===== config.mk =====
export PLATFORM = sky130hd
export DESIGN_NAME = uart_tx
export DESIGN_NICKNAME = d
export VERILOG_FILES = /design/src/rtl/uart_tx.sv
export SDC_FILE = /design/constraint.sdc
export NUM_CORES = 1
export LEC_CHECK = 0
export ABC_AREA = 1
export BUFFER_PORTS_ARGS = -buffer_cell sky130_fd_sc_hd__clkbuf_2
export CORE_MARGIN = 3
export CORE_UTILIZATION = 25
export DETAILED_ROUTE_END_ITERATION = 16
export GPL_ROUTABILITY_DRIVEN = 0
export GPL_TIMING_DRIVEN = 0
export HOLD_SLACK_MARGIN = 0.05
export MAX_ROUTING_LAYER = met4
export PLACE_DENSITY = 0.49
export SYNTH_ARGS = -nofsm -noshare
export SYNTH_HDL_FRONTEND = slang
export SYNTH_SLANG_ARGS = --single-unit

===== constraint.sdc =====
create_clock -name clk -period 1.7 [get_ports clk]
set_clock_uncertainty 0.05 [all_clocks]
set_input_delay 0.34 -clock clk [delete_from_list [all_inputs] [get_ports clk]]
set_output_delay 0.34 -clock clk [all_outputs]
set_load 0.05 [all_outputs]

===== src/rtl/uart_tx.sv =====
// UART transmitter: serialises bytes LSB-first as start/data/parity/stop frames.
// The frame format comes from a config-bus register and is sampled once per byte.
module uart_tx #(
  parameter int          OVERSAMPLE = 16,
  parameter logic [3:0]  CFG_ADDR   = 4'h2,
  parameter logic [7:0]  CFG_RESET  = 8'h03
) (
  input  logic       clk,
  input  logic       rst_n,
  input  logic       c_valid,
  input  logic [3:0] c_addr,
  input  logic [7:0] c_data,
  output logic       c_ready,
  input  logic [7:0] in_data,
  input  logic       in_valid,
  output logic       in_ready,
  output logic       tx,
  output logic       busy
);

  localparam int            TW       = (OVERSAMPLE > 1) ? $clog2(OVERSAMPLE) : 1;
  localparam logic [TW-1:0] TMR_LAST = TW'(OVERSAMPLE - 1);

  typedef enum logic [2:0] {
    S_IDLE,
    S_START,
    S_DATA,
    S_PARITY,
    S_STOP
  } state_e;

  state_e        state_q;
  logic [TW-1:0] tmr_q;
  logic [2:0]    bit_idx_q;
  logic          stop_idx_q;
  logic [7:0]    data_q;
  logic [4:0]    fmt_q;
  logic [7:0]    cfg_q;
  logic          par_q;
  logic          tx_q;
  logic          busy_q;

  logic          bit_end;
  logic [2:0]    last_idx;
  logic [2:0]    bit_idx_d;
  logic          par_en;
  logic          par_odd;
  logic          unused_cfg;

  assign bit_end    = (tmr_q == TMR_LAST);
  assign last_idx   = {1'b0, fmt_q[1:0]} + 3'd4;
  assign bit_idx_d  = bit_idx_q + 3'd1;
  assign par_en     = fmt_q[3] ^ fmt_q[2];
  assign par_odd    = (fmt_q[3:2] == 2'b10);
  // Reserved format bits are stored but have no function.
  assign unused_cfg = ^cfg_q[7:5];

  assign c_ready  = (state_q == S_IDLE);
  assign in_ready = (state_q == S_IDLE);
  assign tx       = tx_q;
  assign busy     = busy_q;

  always_ff @(posedge clk or negedge rst_n) begin
    if (!rst_n) begin
      state_q    <= S_IDLE;
      tmr_q      <= '0;
      bit_idx_q  <= '0;
      stop_idx_q <= 1'b0;
      data_q     <= '0;
      fmt_q      <= '0;
      cfg_q      <= CFG_RESET;
      par_q      <= 1'b0;
      tx_q       <= 1'b1;
      busy_q     <= 1'b0;
    end else begin
      if (c_valid && (state_q == S_IDLE) && (c_addr == CFG_ADDR)) begin
        cfg_q <= c_data;
      end

      if (state_q != S_IDLE) begin
        tmr_q <= bit_end ? '0 : tmr_q + TW'(1);
      end

      case (state_q)
        S_IDLE: begin
          tx_q   <= 1'b1;
          busy_q <= 1'b0;
          tmr_q  <= '0;
          if (in_valid) begin
            // cfg_q here is the pre-edge value, so a same-cycle write hits the next frame.
            data_q  <= in_data;
            fmt_q   <= cfg_q[4:0];
            state_q <= S_START;
            tx_q    <= 1'b0;
            busy_q  <= 1'b1;
          end
        end
        S_START: begin
          if (bit_end) begin
            state_q   <= S_DATA;
            bit_idx_q <= '0;
            tx_q      <= data_q[0];
            par_q     <= data_q[0];
          end
        end
        S_DATA: begin
          if (bit_end) begin
            if (bit_idx_q == last_idx) begin
              if (par_en) begin
                state_q <= S_PARITY;
                tx_q    <= par_q ^ par_odd;
              end else begin
                state_q    <= S_STOP;
                tx_q       <= 1'b1;
                stop_idx_q <= 1'b0;
              end
            end else begin
              bit_idx_q <= bit_idx_d;
              tx_q      <= data_q[bit_idx_d];
              par_q     <= par_q ^ data_q[bit_idx_d];
            end
          end
        end
        S_PARITY: begin
          if (bit_end) begin
            state_q    <= S_STOP;
            tx_q       <= 1'b1;
            stop_idx_q <= 1'b0;
          end
        end
        S_STOP: begin
          if (bit_end) begin
            if (fmt_q[4] && !stop_idx_q) begin
              stop_idx_q <= 1'b1;
            end else begin
              state_q <= S_IDLE;
              busy_q  <= 1'b0;
            end
            tx_q <= 1'b1;
          end
        end
        default: begin
          state_q <= S_IDLE;
          tx_q    <= 1'b1;
          busy_q  <= 1'b0;
        end
      endcase
    end
  end

endmodule


==> results of run 1 <==
==> kinds of logic (layout without fill, tap and decap cells) <==
family	after synthesis	count (layout)
adders and majority gates	3	3
AOI/OAI and AO/OA	33	33
xor gates and xnor gates	3	3
muxes	2	2
buffers and inverters	37	74
DFF	32	32
and+or+nand+nor	90	90
==> cell type report <==
type                    instances  area share
inverters                      34      0.0622
well taps                      77      0.0461
multi-input cells             131       0.371
repair buffers                 29      0.0813
flip-flops and latches         32       0.386
plain buffers                   3      0.0144
clock buffers                   7      0.0365
clock inverters                 1     0.00239
==> worst paths after layout <==
path	depth (start not counted)	slack [ns]	end	startpoint
max	5	0.07	in_ready	state_q[1]$_DFFE_PN0P_
min	1	0.08	data_q[2]$_DFFE_PN0P_	rst_n
max reg2reg	8	0.19	state_q[1]$_DFFE_PN0P_	tmr_q[0]$_DFF_PN0_
min reg2reg	1	0.41	tmr_q[0]$_DFF_PN0_	tmr_q[0]$_DFF_PN0_
max in group asynchronous	1	0.95	state_q[0]$_DFFE_PN0P_	rst_n
min in group clk	3	0.18	cfg_q[0]$_DFFE_PN1P_	c_data[0]
==> metrics by stage <==
step | instances | instance area, um^2 | hold slack (ns) | setup slack [ns]
after CTS | 313 | 2060 | 0.122 | 0.000662
after floorplan | 200 | 1720 | -0.00559 | 0.214
final | 314 | 2090 | 0.0845 | 0.0704
after global routing | 314 | 2090 | 0.156 | 0.0174
after global placement | 301 | 1930 | 0.395 | 0.0729
after detailed placement | 301 | 1930 | 0.407 | 0.0699
==> layout by cell type (no fill, tap or decap), types with 3 or more instances in the layout <==
master	Yosys	final
sky130_fd_sc_hd__nor2_1	20	20
sky130_fd_sc_hd__clkbuf_8	0	5
sky130_fd_sc_hd__dfrtp_2	0	3
sky130_fd_sc_hd__nand3_1	10	10
sky130_fd_sc_hd__inv_1	30	30
sky130_fd_sc_hd__nand2_4	4	5
sky130_fd_sc_hd__o21ai_0	5	5
sky130_fd_sc_hd__inv_2	3	3
sky130_fd_sc_hd__buf_4	1	6
sky130_fd_sc_hd__clkbuf_2	0	22
sky130_fd_sc_hd__a21oi_1	13	13
sky130_fd_sc_hd__nand2_1	41	41
sky130_fd_sc_hd__o21ai_1	11	11
sky130_fd_sc_hd__dfrtp_1	29	26
sky130_fd_sc_hd__dfstp_2	3	3
==> worst reg2reg max path, delay by kind of cell, from the launching register on <==
| kind | cells | cell delay (ns) |
|---|---|---|
| compound gates | 2 | 0.25 |
| simple gates | 4 | 0.41 |
| fa+ha+maj | 1 | 0.22 |
| flops | 1 | 0.40 |
| buf+inv | 1 | 0.11 |
==> flip-flops by register name, indices dropped and copies added, names as in the netlist, 3 cells and up <==
name,cells
cfg_q,5
state_q,3
data_q,8
tmr_q,4
bit_idx_q,3
fmt_q,5
==> repair_timing <==
action | CTS | global route
gates resized for setup | 6 | 4
buffers inserted | 4 | 1
setup endpoints to repair | 2 | 4
pin swaps | 0 | 1
hold endpoints to repair | 0 | 0
==> routing by layer <==
metal	vias to the layer above	global-route usage	part of all wire
li1	698	-	-
met4	0	0.0371	0.018
met2	26	0.138	0.47
met5	-	-	0
met3	6	0.0286	0.043
met1	600	0.130	0.47
==> report_power, final <==
part	leakage [nW]	switching, W	internal, W
Clock	0.0422	0.000286	0.000287
Combinational	0.636	0.000928	0.000612
Sequential	0.390	0.000140	0.00106
Total	1.07	0.00135	0.00196
==> results.yml, run 1 <==
run_status:
  outcome: "complete, no violations"
layout:
  antennaDiodeCount: 0
  multi_input_area_um2: 776
  num-nets-final: 263
  post-route-util: 0.322
  drive_gt1_frac: 0.300
  final.fill_count: 681
  areaGrowthSynthToFinish_pct: 21.8
  seqCellArea_um2: 808
clock_tree:
  path_clk_slew_ns: 0.07
  cts_num_sinks: 32
  cts_buffers: 5
  cts_hold_repair.buffers: 0
  cts_tree: "built"
  clock_tree.buffer_depth: 2
  cts_root_buffer: "sky130_fd_sc_hd__clkbuf_8"
  h-tree-depth: 2
  worst_skew_pair.late_latency_ns: 0.29
worst_hold_path:
  hold_class: "primary input to asynchronous set/reset pin"
power_and_ir_drop:
  post-layout-total-power_w: 0.00331
  p_leak_nw: 1.07
  power_per_standard_cell_area_nw_per_um2: 1580
  ir_worst_vdd_mv: 0.690
synth:
  yosys_register_bits: 32
  yosys.area_share.adder: 0.0218
  postSynth.topFlopCell: "sky130_fd_sc_hd__dfrtp_1"
  synth_cell_types: 33
  synth-compound-area-share: 0.106
  main_combinational_cell_family_by_area_after_synthesis: "simple AND/OR/NAND/NOR gates"
  syn_area_um2: 1720
  async_set_or_reset_flop_fraction_in_the_synthesized_netlist: 1.00
  synth.area.top_cells: "sky130_fd_sc_hd__dfrtp_1 (42%), sky130_fd_sc_hd__nand2_1 (9.0%), sky130_fd_sc_hd__inv_1 (6.6%)"
  yosys-mux-area-fraction: 0.0175
  post_synth_inst_count: 200
  post_synthesis_share_of_cell_area_spent_on_and_or_nand_and_nor_gates: 0.278
  yosys.area.top_type_share: 0.422
  synthesis.yosys.warnings: 0
  post_synth_xor_area_fraction: 0.0153
  post_synth.cell_area_avg_um2: 8.59
  synth_top_area_cell: "sky130_fd_sc_hd__dfrtp_1"
  post-synth-top-count-cell: "sky130_fd_sc_hd__nand2_1"
  synth_enable_flop_cells: 0
  postSynthNetCount: 227
  synth_top_cells_by_count: "sky130_fd_sc_hd__nand2_1 (41), sky130_fd_sc_hd__inv_1 (30), sky130_fd_sc_hd__dfrtp_1 (29), sky130_fd_sc_hd__nor2_1 (20), sky130_fd_sc_hd__a21oi_1 (13)"
  yosysSeqAreaShare: 0.468
place:
  port_buffers: 24
  post-dp-hpwl_um: 2490
sta:
  finalSetupTns_ns: 0
  final-setup-viol-count: 0
  fin_crit_sh: 0.959
  finalHoldViolations: 0
  timing.max_slew.rel_slack: 0.452
  timing_worst_slew_pin_value_ns: 0.822
  rsz0062_at_grt: "no"
  max_freq_ghz: 0.614
  report.final.slew_viol_count: 0
  min_period_ns: 1.63
global_route:
  grt_first_pass_wirelength_um: 5690
  grt_antenna_before_repair: 0
  grt-ovfl-total: 0
  via_count_of_the_first_global_routing_pass: 1158
  largest_net_degree_at_the_start_of_global_routing: 33
  groute.usage.overall: 0.0972
routing:
  avgRoutedWirePerCell_um: 10.8
  drc_violation_total_after_the_first_tritonroute_iteration: 59
  antenna_violating_nets_post_route: 0
  viasPerCell: 4.24
  remaining_drc_errors: 0
  first_pass_iters: 5
  vias: 1330
  detail_route.wirelength_um: 3390
worst_setup_path:
  cp_num_buf_inv: 3
  critPathSlowestCell: "sky130_fd_sc_hd__dfrtp_2"
  endpoint_kind: "primary output"
  stage_delay_of_the_slowest_cell_on_the_critical_path_ns: 0.42
  required_ns: 1.31
  critPathArrivalTime_ns: 1.24
  timing.setup.critical_path_class: "flop to primary output"
  path_cells: "nor2_4 -> nand2_4 -> inv_4 -> buf_4 -> buf_8"
  crit_path_max_fanout: 5
  critical_path.startpoint_type: "flop"
  timing.critical_path.max_delay_family: "flip-flops"
floorplan:
  start_util: 0.264
  die_y_um: 88.9
  core_region_area_um2: 6490
  number_of_cell_rows: 29
  die_width_um: 88.9
  die_footprint_um2: 7900
  design.portCount: 28
job:
  maxCapViolations: 0
No activity file was read; power rests on OpenSTA's default activity.
==> run 2, diff against run 1 <==
- CELL_PAD_IN_SITES_DETAIL_PLACEMENT: unset -> 1
- CELL_PAD_IN_SITES_GLOBAL_PLACEMENT: unset -> 1
- CORE_MARGIN: 3 -> 2
- PLACE_DENSITY: 0.49 -> 0.59
==> run 2 against run 1 <==
  * Critical path depth is the same
  * Sequential share of layout area is essentially flat
  * Count of clock-buffer cells in the layout shrank 1
  * Clock power shrank 3%
  * Design area grew 0.24%
  * Combinational power is essentially flat
  * First-iteration DRC count shrank 19%
  * Setup slack lost 0.011 ns
  * Critical path type unchanged
  * Largest power group unchanged
  * Highest routed layer unchanged
==> results.yml, run 2 (same netlist as run 1, synthesis figures left out) <==
clock_tree:
  cts_tree: "built"
  h-tree-depth: 2
  cts_buffers: 5
  cts_num_sinks: 32
  cts_root_buffer: "sky130_fd_sc_hd__clkbuf_8"
  worst_skew_pair.late_latency_ns: 0.28
  cts_hold_repair.buffers: 0
  path_clk_slew_ns: 0.07
  clock_tree.buffer_depth: 2
worst_setup_path:
  critPathSlowestCell: "sky130_fd_sc_hd__dfrtp_2"
  crit_path_max_fanout: 4
  endpoint_kind: "primary output"
  critical_path.startpoint_type: "flop"
  cp_num_buf_inv: 3
  timing.critical_path.max_delay_family: "flip-flops"
  critPathArrivalTime_ns: 1.25
  timing.setup.critical_path_class: "flop to primary output"
  stage_delay_of_the_slowest_cell_on_the_critical_path_ns: 0.43
  path_cells: "nor2_4 -> nand2_4 -> inv_4 -> buf_4 -> buf_8"
  required_ns: 1.31
routing:
  detail_route.wirelength_um: 3710
  antenna_violating_nets_post_route: 0
  drc_violation_total_after_the_first_tritonroute_iteration: 48
  avgRoutedWirePerCell_um: 11.7
  vias: 1367
  first_pass_iters: 4
  remaining_drc_errors: 0
  viasPerCell: 4.33
layout:
  drive_gt1_frac: 0.309
  largest_registers: "data_q x8, cfg_q x5, fmt_q x5"
  antennaDiodeCount: 0
  areaGrowthSynthToFinish_pct: 22.1
  layout.cells.most_common: "sky130_fd_sc_hd__nand2_1"
  flip_flop_count_of_the_largest_register_all_copies_and_words_added: 8
  num-nets-final: 263
  final.fill_count: 807
  largest-register: "data_q"
  mostFrequentLayoutCells: "sky130_fd_sc_hd__nand2_1 (41), sky130_fd_sc_hd__inv_1 (30), sky130_fd_sc_hd__dfrtp_1 (25), sky130_fd_sc_hd__clkbuf_2 (22), sky130_fd_sc_hd__nor2_1 (20)"
job:
  maxCapViolations: 0
sta:
  fin_hold_ws_ns: 0.0905
  finalHoldViolations: 0
  fin_crit_sh: 0.965
  min_period_ns: 1.64
  rsz0062_at_grt: "no"
  timing.max_slew.rel_slack: 0.454
  max_freq_ghz: 0.609
  timing_worst_slew_pin_value_ns: 0.819
  finalSetupTns_ns: 0
  final-setup-viol-count: 0
  report.final.slew_viol_count: 0
floorplan:
  design.portCount: 28
  start_util: 0.256
  die_footprint_um2: 7550
  number_of_cell_rows: 30
  die_width_um: 86.9
  core_region_area_um2: 6720
  die_y_um: 86.9
global_route:
  grt_antenna_before_repair: 0
  grt_first_pass_wirelength_um: 6730
  groute.usage.overall: 0.117
  largest_net_degree_at_the_start_of_global_routing: 33
  grt-ovfl-total: 0
  via_count_of_the_first_global_routing_pass: 1447
run_status:
  outcome: "complete, no violations"
place:
  post-dp-hpwl_um: 2730
  port_buffers: 24
power_and_ir_drop:
  ir_worst_vdd_mv: 0.995
  p_leak_nw: 1.07
  power_per_standard_cell_area_nw_per_um2: 1590
worst_hold_path:
  hold_class: "primary input to asynchronous set/reset pin"
run 2: cell type report:
cell class	instances	area (um^2)	area share
clock buffers	6	72.6	0.0346
multi-input cells	131	779	0.372
clock inverters	1	5.00	0.00239
plain buffers	3	30.0	0.0143
flip-flops and latches	32	810	0.386
inverters	34	130	0.0621
repair buffers	29	170	0.0811
well taps	80	100	0.0477
run 2: timing repair:
action | CTS | global route
resized for setup | 6 | 6
pin swaps | 0 | 1
endpoints found under the hold margin | 0 | 0
cloned | 0 | 0
setup buffers | 4 | 1
setup endpoints to repair | 2 | 6
run 2: worst reg2reg max path: cells and delay by family, from the launching register on:
family	cells	cell delay [ns]
buf+inv	2	0.28
compound gates	3	0.46
simple gates	2	0.22
flops	1	0.43
run 2: power breakdown:
part / leakage (nW) / internal [W] / switching (W) / total, W
clock network: 0.0410 / 0.000278 / 0.000280 / 0.000558
logic: 0.636 / 0.000616 / 0.000950 / 0.00157
registers: 0.389 / 0.00106 / 0.000151 / 0.00121
total: 1.07 / 0.00195 / 0.00138 / 0.00333
run 2: per-stage QoR:
step / cell area [um^2] / total power [W] / setup WS (ns) / std cells / utilization
CTS: 2060 / 0.00334 / 0.00351 / 315 / 0.307
detailed placement: 1940 / 0.00264 / 0.0746 / 304 / 0.288
floorplan: 1720 / 0.00231 / 0.214 / 200 / -
global placement: 1940 / 0.00261 / 0.0751 / 304 / 0.288
global route: 2100 / 0.00363 / 0.00138 / 316 / 0.312
finish: 2100 / 0.00333 / 0.0589 / 316 / 0.312
run 2: path summary, 6_finish.rpt:
kind                                        startpoint                  endpoint  slack, ns  cells after the start
min in group clk                             c_data[1]      cfg_q[1]$_DFFE_PN1P_       0.19                      3
worst min-delay path                             rst_n     data_q[1]$_DFFE_PN0P_       0.09                      1
worst min register to register      tmr_q[0]$_DFF_PN0_        tmr_q[0]$_DFF_PN0_       0.42                      1
max in group asynchronous                        rst_n  bit_idx_q[0]$_DFFE_PN0P_       0.95                      1
worst max register to register  state_q[0]$_DFFE_PN0P_    state_q[2]$_DFFE_PN0P_       0.16                      7
worst max-delay path            state_q[1]$_DFFE_PN0P_                  in_ready       0.06                      5
run 2: routing by layer:
metal	share of wire	wire length, um	track usage	up-vias
met2	0.47	1740	0.181	20
met3	0.035	128	0.0294	5
li1	-	-	-	699
met1	0.48	1780	0.149	643
met4	0.015	55	0.0426	0
met5	0	0	-	-
